## src/rtl/rtc_pkg.sv

```systemverilog
// rtc_pkg -- shared constants for the RTC bus scheduler.
//   * FSM state encoding (3 bits)
//   * RTC_TIME_ADDR: RTC register addresses read by a periodic sweep,
//     entry 0 is read first.
package rtc_pkg;

    localparam logic [2:0] ST_IDLE    = 3'd0;
    localparam logic [2:0] ST_WR_GO   = 3'd1;
    localparam logic [2:0] ST_WR_WAIT = 3'd2;
    localparam logic [2:0] ST_RD_GO   = 3'd3;
    localparam logic [2:0] ST_RD_WAIT = 3'd4;
    localparam logic [2:0] ST_RD_NEXT = 3'd5;

    // Packed so that RTC_TIME_ADDR[i] is entry i (rightmost is entry 0).
    localparam logic [7:0][7:0] RTC_TIME_ADDR = {
        8'h28, 8'h27, 8'h26, 8'h25, 8'h24, 8'h23, 8'h22, 8'h21
    };

endpackage

```

## src/rtl/rtc_refresh_tick.sv

```systemverilog
// rtc_refresh_tick -- free-running refresh period counter.
// Counts 0..REFRESH_CYCLES-1 and wraps; tick is high during the cycle in
// which the counter holds its last value, i.e. tick marks the wrap edge.
// Ports:
//   clk   : system clock, rising edge
//   reset : synchronous, active-high; counter returns to 0
//   tick  : wrap indication, one cycle per period
module rtc_refresh_tick #(
    parameter int unsigned REFRESH_CYCLES = 1000000
) (
    input  logic clk,
    input  logic reset,
    output logic tick
);

    localparam int unsigned   CW   = (REFRESH_CYCLES > 1) ? $clog2(REFRESH_CYCLES) : 1;
    localparam logic [CW-1:0] LAST = CW'(REFRESH_CYCLES - 1);

    logic [CW-1:0] cnt;

    always_ff @(posedge clk) begin
        if (reset)            cnt <= '0;
        else if (cnt == LAST) cnt <= '0;
        else                  cnt <= cnt + 1'b1;
    end

    assign tick = !reset && (cnt == LAST);

endmodule

```

## src/rtl/rtc_bus_sched.sv

```systemverilog
// rtc_bus_sched -- arbitrates the shared RTC pins between user writes and
// a periodic read sweep of the time registers.
// A sweep reads NUM_REGS registers (addresses from RTC_TIME_ADDR) back to
// back and is never interrupted by a write; writes win only in IDLE.
// Optional build macro RTC_SCHED_TIMEOUT_EN: bounds every engine-done wait
// to TMO_CYCLES cycles and raises the sticky err flag on expiry. Without it
// waits are unbounded and err is constant 0.
// Ports:
//   clk, reset                : clock, synchronous active-high reset
//   wr_req/wr_addr/wr_data    : user write request (held until wr_ack)
//   wr_ack                    : one-cycle pulse after the write completed
//   we / fesc                 : write-engine start / done
//   re / flec / lec_data      : read-engine start / done / returned byte
//   bus_sel                   : pin mux, 1 = write engine, 0 = read engine
//   addr_out, data_out        : address / write data for the active engine
//   reg_idx/reg_data/reg_valid: delivered time register
//   busy                      : FSM not in IDLE
//   err                       : sticky engine timeout flag
module rtc_bus_sched
    import rtc_pkg::*;
#(
    parameter int unsigned REFRESH_CYCLES = 1000000,
    parameter int unsigned NUM_REGS       = 6,
    parameter int unsigned TMO_CYCLES     = 255
) (
    input  logic       clk,
    input  logic       reset,
    input  logic       wr_req,
    input  logic [7:0] wr_addr,
    input  logic [7:0] wr_data,
    output logic       wr_ack,
    output logic       we,
    input  logic       fesc,
    output logic       re,
    input  logic       flec,
    input  logic [7:0] lec_data,
    output logic       bus_sel,
    output logic [7:0] addr_out,
    output logic [7:0] data_out,
    output logic [2:0] reg_idx,
    output logic [7:0] reg_data,
    output logic       reg_valid,
    output logic       busy,
    output logic       err
);

    localparam logic [2:0] LAST_IDX = 3'(NUM_REGS - 1);

    logic [2:0] state;
    logic [2:0] idx;
    logic [2:0] idx_nxt;
    logic       refresh_pend;
    logic       tick;
    logic       wait_expired;
    logic       tmo_hit;

    rtc_refresh_tick #(
        .REFRESH_CYCLES(REFRESH_CYCLES)
    ) u_refresh_tick (
        .clk   (clk),
        .reset (reset),
        .tick  (tick)
    );

    // Engine strobes decode straight from the state register, so each is
    // exactly one cycle wide.
    assign we      = (state == ST_WR_GO);
    assign re      = (state == ST_RD_GO);
    assign busy    = (state != ST_IDLE);
    assign idx_nxt = idx + 3'd1;

    // Expiry only matters when the matching done has not arrived this cycle.
    assign tmo_hit = wait_expired &&
                     ((state == ST_WR_WAIT && !fesc) || (state == ST_RD_WAIT && !flec));

`ifdef RTC_SCHED_TIMEOUT_EN
    localparam int unsigned   TW       = (TMO_CYCLES > 1) ? $clog2(TMO_CYCLES) : 1;
    localparam logic [TW-1:0] TMO_LAST = TW'(TMO_CYCLES - 1);

    logic [TW-1:0] wait_cnt;

    // Cleared in the GO state so it reads 0 in the first WAIT cycle.
    always_ff @(posedge clk) begin
        if (reset)
            wait_cnt <= '0;
        else if (state == ST_WR_GO || state == ST_RD_GO)
            wait_cnt <= '0;
        else if (state == ST_WR_WAIT || state == ST_RD_WAIT)
            wait_cnt <= wait_cnt + 1'b1;
    end

    assign wait_expired = (wait_cnt == TMO_LAST);

    always_ff @(posedge clk) begin
        if (reset)        err <= 1'b0;
        else if (tmo_hit) err <= 1'b1;
    end
`else
    assign wait_expired = 1'b0;
    assign err          = 1'b0;

    // TMO_CYCLES is only consumed by the timeout build.
    if (TMO_CYCLES == 0) begin : g_tmo_unused
    end
`endif

    always_ff @(posedge clk) begin
        if (reset) begin
            state        <= ST_IDLE;
            idx          <= 3'd0;
            refresh_pend <= 1'b0;
            wr_ack       <= 1'b0;
            reg_valid    <= 1'b0;
            bus_sel      <= 1'b0;
            addr_out     <= 8'h00;
            data_out     <= 8'h00;
            reg_idx      <= 3'd0;
            reg_data     <= 8'h00;
        end else begin
            wr_ack    <= 1'b0;
            reg_valid <= 1'b0;

            case (state)
                ST_IDLE: begin
                    // wr_req is still high during the ack cycle; ignore it
                    // there so one request is not serviced twice.
                    if (wr_req && !wr_ack) begin
                        addr_out <= wr_addr;
                        data_out <= wr_data;
                        bus_sel  <= 1'b1;
                        state    <= ST_WR_GO;
                    end else if (refresh_pend) begin
                        refresh_pend <= 1'b0;
                        idx          <= 3'd0;
                        bus_sel      <= 1'b0;
                        addr_out     <= RTC_TIME_ADDR[0];
                        state        <= ST_RD_GO;
                    end
                end
                ST_WR_GO: state <= ST_WR_WAIT;
                ST_WR_WAIT: begin
                    if (fesc) begin
                        wr_ack <= 1'b1;
                        state  <= ST_IDLE;
                    end else if (tmo_hit) begin
                        state  <= ST_IDLE;
                    end
                end
                ST_RD_GO: state <= ST_RD_WAIT;
                ST_RD_WAIT: begin
                    if (flec) begin
                        reg_data  <= lec_data;
                        reg_idx   <= idx;
                        reg_valid <= 1'b1;
                        state     <= ST_RD_NEXT;
                    end else if (tmo_hit) begin
                        state     <= ST_IDLE;
                    end
                end
                ST_RD_NEXT: begin
                    // Address is loaded here so it is stable for all of RD_GO.
                    if (idx < LAST_IDX) begin
                        idx      <= idx_nxt;
                        addr_out <= RTC_TIME_ADDR[idx_nxt];
                        state    <= ST_RD_GO;
                    end else begin
                        state    <= ST_IDLE;
                    end
                end
                default: state <= ST_IDLE;
            endcase

            // After the IDLE clear so a wrap on the sweep-start edge survives.
            if (tick) refresh_pend <= 1'b1;
        end
    end

endmodule

```

## config.mk

```make
export PLATFORM = sky130hd
export DESIGN_NAME = rtc_bus_sched
export DESIGN_NICKNAME = d
export VERILOG_FILES = /design/src/rtl/rtc_pkg.sv /design/src/rtl/rtc_refresh_tick.sv /design/src/rtl/rtc_bus_sched.sv
export SDC_FILE = /design/constraint.sdc
export NUM_CORES = 1
export LEC_CHECK = 0
export ABC_AREA = 1
export BUFFER_PORTS_ARGS = -buffer_cell sky130_fd_sc_hd__buf_2
export CAP_MARGIN = 20
export CORE_UTILIZATION = 57
export DETAILED_ROUTE_END_ITERATION = 10
export PLACE_DENSITY_LB_ADDON = 0.1
export SLEW_MARGIN = 30
export SYNTH_ARGS = -nofsm -noshare
export SYNTH_HDL_FRONTEND = slang
export SYNTH_SLANG_ARGS = --single-unit
```

## constraint.sdc

```tcl
create_clock -name clk -period 4.84 [get_ports clk]
set_clock_uncertainty 0.15 [all_clocks]
set_input_delay 0.484 -clock clk [delete_from_list [all_inputs] [get_ports clk]]
set_output_delay 0.484 -clock clk [all_outputs]
set_load 0.01 [all_outputs]
```

==> results.py, run 1 <==
metrics = {
    "final_layout": {
        "finalInstanceArea_sq_um": 3112,
        "layout-drive-gt1-share_pct": 19.09,
        "syn_to_final_growth_pct": 18.54,
        "nets": 472,
        "final_common_cell": "nand2_1",
        "final_cell_mix": "nand2_1 (87), nor2_1 (73), buf_2 (61), dfxtp_1 (57), nand3_1 (33)",
        "fillerInstances": 382,
        "fin_util_pct": 70.98,
        "antennaDiodeCount": 0,
        "stdcell_count": 492,
    },
    "outcome": {
        "status": "completed",
    },
    "min_path": {
        "hold_start": "wr_data[6]",
        "hold_path_class": "input port to flip-flop",
    },
    "power_and_ir_drop": {
        "leakage_nw": 1.346,
        "switching_share_pct": 34.74,
        "combPwrFrac_pct": 30.3,
        "power_frac_clock_pct": 27.9,
        "p_sw_w": 0.0004786,
        "p_int_w": 0.0008990,
        "power_density_nw_per_um2": 442.7,
        "power_w": 0.001378,
        "vdd_ir_drop_max_uv": 325.5,
        "seqPwrFrac_pct": 41.8,
    },
    "clock_tree": {
        "path_clk_slew_ps": 60,
        "clock_sinks": 57,
        "cts_made_buffers": 9,
        "post_cts_buffers": 0,
        "htreeDepth": 3,
        "worstSkewPairLatency_ps": 330,
        "hold_buffers": 0,
        "cts_tree": "done",
        "clockBufferDepth": 2,
        "cts_root_buf": "clkbuf_8",
        "post_cts_resized": 0,
    },
    "synthesis": {
        "yosys_warnings": 0,
        "synthTopCellsByArea": "dfxtp_1 (43%), nand2_1 (12%), nor2_1 (10%)",
        "yosys_register_bits": 57,
        "yosys.area.top_type": "dfxtp_1",
        "syn_avg_cell_area_sq_um": 6.981,
        "ys_types": 29,
        "synth_area_sq_um": 2625,
        "synth_fp_nets": 410,
        "ys_seq_area_share_pct": 43.47,
        "syn_inst": 376,
        "netlist.area_leader.share_pct": 43.47,
    },
    "global_route": {
        "grt.total_usage_pct": 24.92,
        "grt_pass1_vias": 2264,
        "overflow": 0,
        "grt_max_degree": 23,
        "grt_pass1_wl_microns": 9729,
        "antenna_found_initial": 0,
    },
    "die": {
        "rows": 24,
        "die_area_sq_um": 4880,
        "fp.coreArea_sq_um": 4384,
        "fp.dieW_microns": 69.86,
        "die_height_microns": 69.86,
        "io_pins": 63,
        "start_util_pct": 59.87,
    },
    "placement": {
        "port_buffers": 61,
        "place_congestion": 0.8635,
        "placed_area_sq_um": 2943,
        "post-dp-hpwl_microns": 3951,
        "placed_cells": 479,
    },
    "route": {
        "drt_first_iter_violations": 173,
        "num_vias": 2543,
        "wirelength_microns": 5631,
        "drc": 0,
        "drt_pre_antenna_iters": 4,
        "routedWlPerCell_microns": 11.45,
        "avgViaCountPerCell": 5.169,
        "ant_nets": 0,
    },
    "worst_setup_path": {
        "critPathRequiredTime_ps": 4890,
        "cp.arrival_ps": 2180,
        "r2r_start": "state[2]",
        "crit_type": "flip-flop to flip-flop",
        "cp-end-kind": "flip-flop",
        "cp-startpoint": "state[2]",
        "critPathMaxFanout": 15,
        "start_kind": "flip-flop",
    },
    "sta": {
        "fmax_mhz": 468.0,
        "finalMaxSlewViolations": 0,
        "maxSlewHeadroom_pct": 42.37,
        "timing.final.setup_violations": 0,
        "finalCritPeriodShare_pct": 44.15,
        "hold_viol_final": 0,
        "setup_tns_ps": 0,
        "layout_min_cycle_time_ps": 2137,
        "rsz0062_at_grt": "no",
        "max_slew.worst_pin.slew_ps": 859.8,
    },
    "job": {
        "cap_violations": 0,
    },
}
[cell usage after synthesis]
master	n
buf_1	1
conb_1	1
a21oi_1	32
xor2_1	7
buf_2	3
buf_4	1
o21ai_1	1
buf_6	1
nor2_2	2
nor2_4	1
ha_1	5
nand3_4	1
nand3b_1	3
o21ai_0	13
dfxtp_1	57
or2_2	1
xnor2_1	4
clkbuf_1	4
inv_2	2
nor3_2	1
nand4_1	3
nand3_1	33
nand2_1	87
nand2_2	2
and2_0	1
nand2_4	1
nor2_1	73
nor3_1	4
inv_1	31
[cell type report]
class                           count  area (sq um)  area share [%]
Multi-Input combinational cell    276          1308           42.02
Sequential cell                    57          1141           36.67
Timing Repair Buffer               61         305.3           9.811
Clock buffer                       13         168.9           5.428
Inverter                           33         123.9           3.981
Tap cell                           52         65.06           2.091
[kinds of logic after synthesis]
logic type               count (synthesis)  share of synthesized area [%]
flip-flops                              57                          43.47
adder cells (fa/ha/maj)                  5                          2.383
XOR/XNOR                                11                          3.670
AO/OA/AOI/OAI                           46                          8.770
buffers and inverters                   43                          6.720
AND/OR/NAND/NOR                        213                          34.84
other                                    1                         0.1429
[worst max-delay path, cell delays in order, from the launching register on]
cell,delay (ps)
dfxtp_1,370
inv_1,110
nor3_2,660
nand2_1,460
nand2_1,170
a21oi_1,80
[registers in the layout (all words and copies together) (netlist names), 3 cells and up]
register	cells
addr_out	8
data_out	8
idx	3
reg_data	8
reg_idx	3
state	3
u_refresh_tick.cnt	20
[per-stage QoR]
stage / hold slack (ps) / setup WS [ps]
after CTS: 224.2 / 2637
after global routing: 241.6 / 2474
after detailed placement: 303.8 / 2661
after global placement: 295.8 / 2697
final: 231.4 / 2703
after floorplan: 302.2 / 3308
[routing by layer]
layer | track usage [%] | wire length, microns
met1 | 32.75 | 2687
met2 | 38.25 | 2432
met3 | 6.494 | 382
met4 | 11.78 | 129
met5 | 0 | 0
[worst paths after layout]
check | slack [ps] | end | cells past startpoint
worst min register to register | 310 | reg_data[2] | 2
worst max-delay path | 2700 | reg_idx[2] | 5
worst max register to register | 2700 | reg_idx[2] | 5
worst min-delay path | 230 | data_out[6] | 3
[power by group through the flow]
| stage | Clock (W) | Combinational (W) | Sequential (W) |
|---|---|---|---|
| after floorplan | 0 | 0.000279 | 0.000606 |
| after global placement | 0 | 0.000408 | 0.000583 |
| after detailed placement | 0 | 0.000417 | 0.000583 |
| after CTS | 0.000390 | 0.000420 | 0.000575 |
| after global routing | 0.000411 | 0.000481 | 0.000585 |
| final | 0.000384 | 0.000418 | 0.000576 |
Power figures use the tool's default switching activity.
==> inputs of run 2 (changes only) <==
--- a/config.mk
+++ b/config.mk
@@ -8,7 +8,7 @@
 export ABC_AREA = 1
 export BUFFER_PORTS_ARGS = -buffer_cell sky130_fd_sc_hd__buf_2
 export CAP_MARGIN = 20
-export CORE_UTILIZATION = 57
+export CORE_UTILIZATION = 53
 export DETAILED_ROUTE_END_ITERATION = 10
 export PLACE_DENSITY_LB_ADDON = 0.1
 export SLEW_MARGIN = 30
==> constraint.sdc (replaced) <==
create_clock -name clk -period 2.2 [get_ports clk]
set_clock_uncertainty 0.15 [all_clocks]
set_input_delay 0.22 -clock clk [delete_from_list [all_inputs] [get_ports clk]]
set_output_delay 0.22 -clock clk [all_outputs]
set_load 0.01 [all_outputs]
==> results.py, run 2 (same netlist as run 1, synthesis figures left out) <==
metrics = {
    "outcome": {
        "status": "completed",
    },
    "route": {
        "wirelength_microns": 5797,
        "ant_nets": 0,
        "num_vias": 2570,
        "drc": 0,
        "avgViaCountPerCell": 4.877,
        "drt_pre_antenna_iters": 4,
        "routedWlPerCell_microns": 11.00,
        "drt_first_iter_violations": 134,
    },
    "min_path": {
        "hold_path_class": "input port to flip-flop",
    },
    "worst_setup_path": {
        "r2r_slack_ps": 480,
        "critPathRequiredTime_ps": 2270,
        "slowest_stage": "dfxtp_1",
        "critPathTopFamily": "simple AND/OR/NAND/NOR gates",
        "crit_path_cell_trace": "inv_1 > ha_1 > a21oi_1 > nand2_1 > nand2_2 > nand2_2 > a21oi_1 > nor2_1",
        "cp-end-kind": "flip-flop",
        "slowest_delay_ps": 420,
        "crit_type": "flip-flop to flip-flop",
        "start_kind": "flip-flop",
        "path_buf_inv": 1,
        "critPathMaxFanout": 12,
        "cp.arrival_ps": 1790,
    },
    "sta": {
        "worst_slack_ps": 479.7,
        "fmax_mhz": 581.3,
        "finalMaxSlewViolations": 0,
        "setup_tns_ps": 0,
        "hold_viol_final": 0,
        "rsz0062_at_grt": "no",
        "timing.final.setup_violations": 0,
        "layout_min_cycle_time_ps": 1720,
        "finalCritPeriodShare_pct": 78.20,
    },
    "job": {
        "cap_violations": 0,
    },
    "clock_tree": {
        "cts_tree": "done",
        "cts_root_buf": "clkbuf_8",
        "path_clk_slew_ps": 60,
        "htreeDepth": 3,
        "worstSkewPairLatency_ps": 320,
        "clockBufferDepth": 2,
        "clock_sinks": 57,
        "post_cts_resized": 0,
        "cts_made_buffers": 9,
    },
    "die": {
        "fp.coreArea_sq_um": 4755,
        "io_pins": 63,
        "fp.dieW_microns": 72.38,
        "rows": 25,
        "die_area_sq_um": 5238,
        "start_util_pct": 55.21,
        "die_height_microns": 72.38,
    },
    "global_route": {
        "grt_max_degree": 22,
        "grt_pass1_wl_microns": 9729,
        "overflow": 0,
        "grt.total_usage_pct": 23.73,
        "grt_pass1_vias": 2226,
        "antenna_found_initial": 0,
    },
    "placement": {
        "dp_worst_setup_slack_ps": 497.4,
        "port_buffers": 61,
        "place_congestion": 0.8695,
        "placed_area_sq_um": 3007,
        "post-dp-hpwl_microns": 4032,
    },
    "final_layout": {
        "finalInstanceArea_sq_um": 3343,
        "largest-register": "u_refresh_tick.cnt",
        "largest_reg_flops": 20,
        "nets": 489,
        "antennaDiodeCount": 0,
        "layout-drive-gt1-share_pct": 20.22,
        "final_cell_mix": "nand2_1 (87), nor2_1 (73), buf_2 (61), dfxtp_1 (57), nand3_1 (33)",
        "syn_to_final_growth_pct": 27.36,
        "final_common_cell": "nand2_1",
    },
    "power_and_ir_drop": {
        "power_density_nw_per_um2": 982.4,
        "leakage_nw": 1.451,
        "vdd_ir_drop_max_uv": 730.7,
        "power_w": 0.003284,
    },
}
## run 2: cell types whose count changed in the layout (fill, tap and decap cells not counted), sizes merged
cell         delta
dlygate4sd3    +11
buf             +6
clkbuf          +2
bufinv          +1
## run 2: worst paths after layout
check | start | end | cells past startpoint
min reg2reg | reg_data[7] | reg_data[7] | 2
min | lec_data[4] | reg_data[4] | 3
max reg2reg | idx[1] | addr_out[7] | 8
max | idx[1] | addr_out[7] | 8
## run 2: metal layers
metal / vias up / track usage, % / part of all wire, %
met5: - / 0 / 0
li1: 1353 / - / -
met3: 8 / 6.111 / 6.9
met4: 0 / 10.24 / 1.3
met2: 86 / 35.51 / 42
met1: 1123 / 32.35 / 49
## run 2: layout make-up
class,instances,area [sq um]
tap,67,83.83
clock inverter,1,30.03
timing repair buffer,78,460.4
clock buffer,15,196.4
inverter,33,123.9
fill,414,1411
sequential,57,1141
multi-input combinational,276,1308
## run 2: where the power goes
part | switching (W) | internal, W
sequential | 0.0000880 | 0.00118
clock | 0.000394 | 0.000679
combinational | 0.000608 | 0.000339
## run 2: what timing repair did
action,4_1_cts,5_1_grt
setup buffers,0,0
endpoints found under the hold margin,11,0
hold buffers,11,0
## run 2: worst reg2reg max path, stage by stage, from the launching register on
cell     delay [ps]
dfxtp_1         420
inv_1            70
ha_1            190
a21oi_1         130
nand2_1          80
nand2_2         200
nand2_2         170
a21oi_1         150
nor2_1           50
## run 2: stage by stage
stage / hold slack (ps) / utilization, % / instances
2_1_floorplan: 148.4 / - / 376
3_3_place_gp: 289.9 / 63.24 / 500
3_5_place_dp: 297.9 / 63.24 / 500
4_1_cts: 0.5432 / 70.32 / 527
5_1_grt: 5.941 / 70.32 / 527
6_report: 8.547 / 70.32 / 527
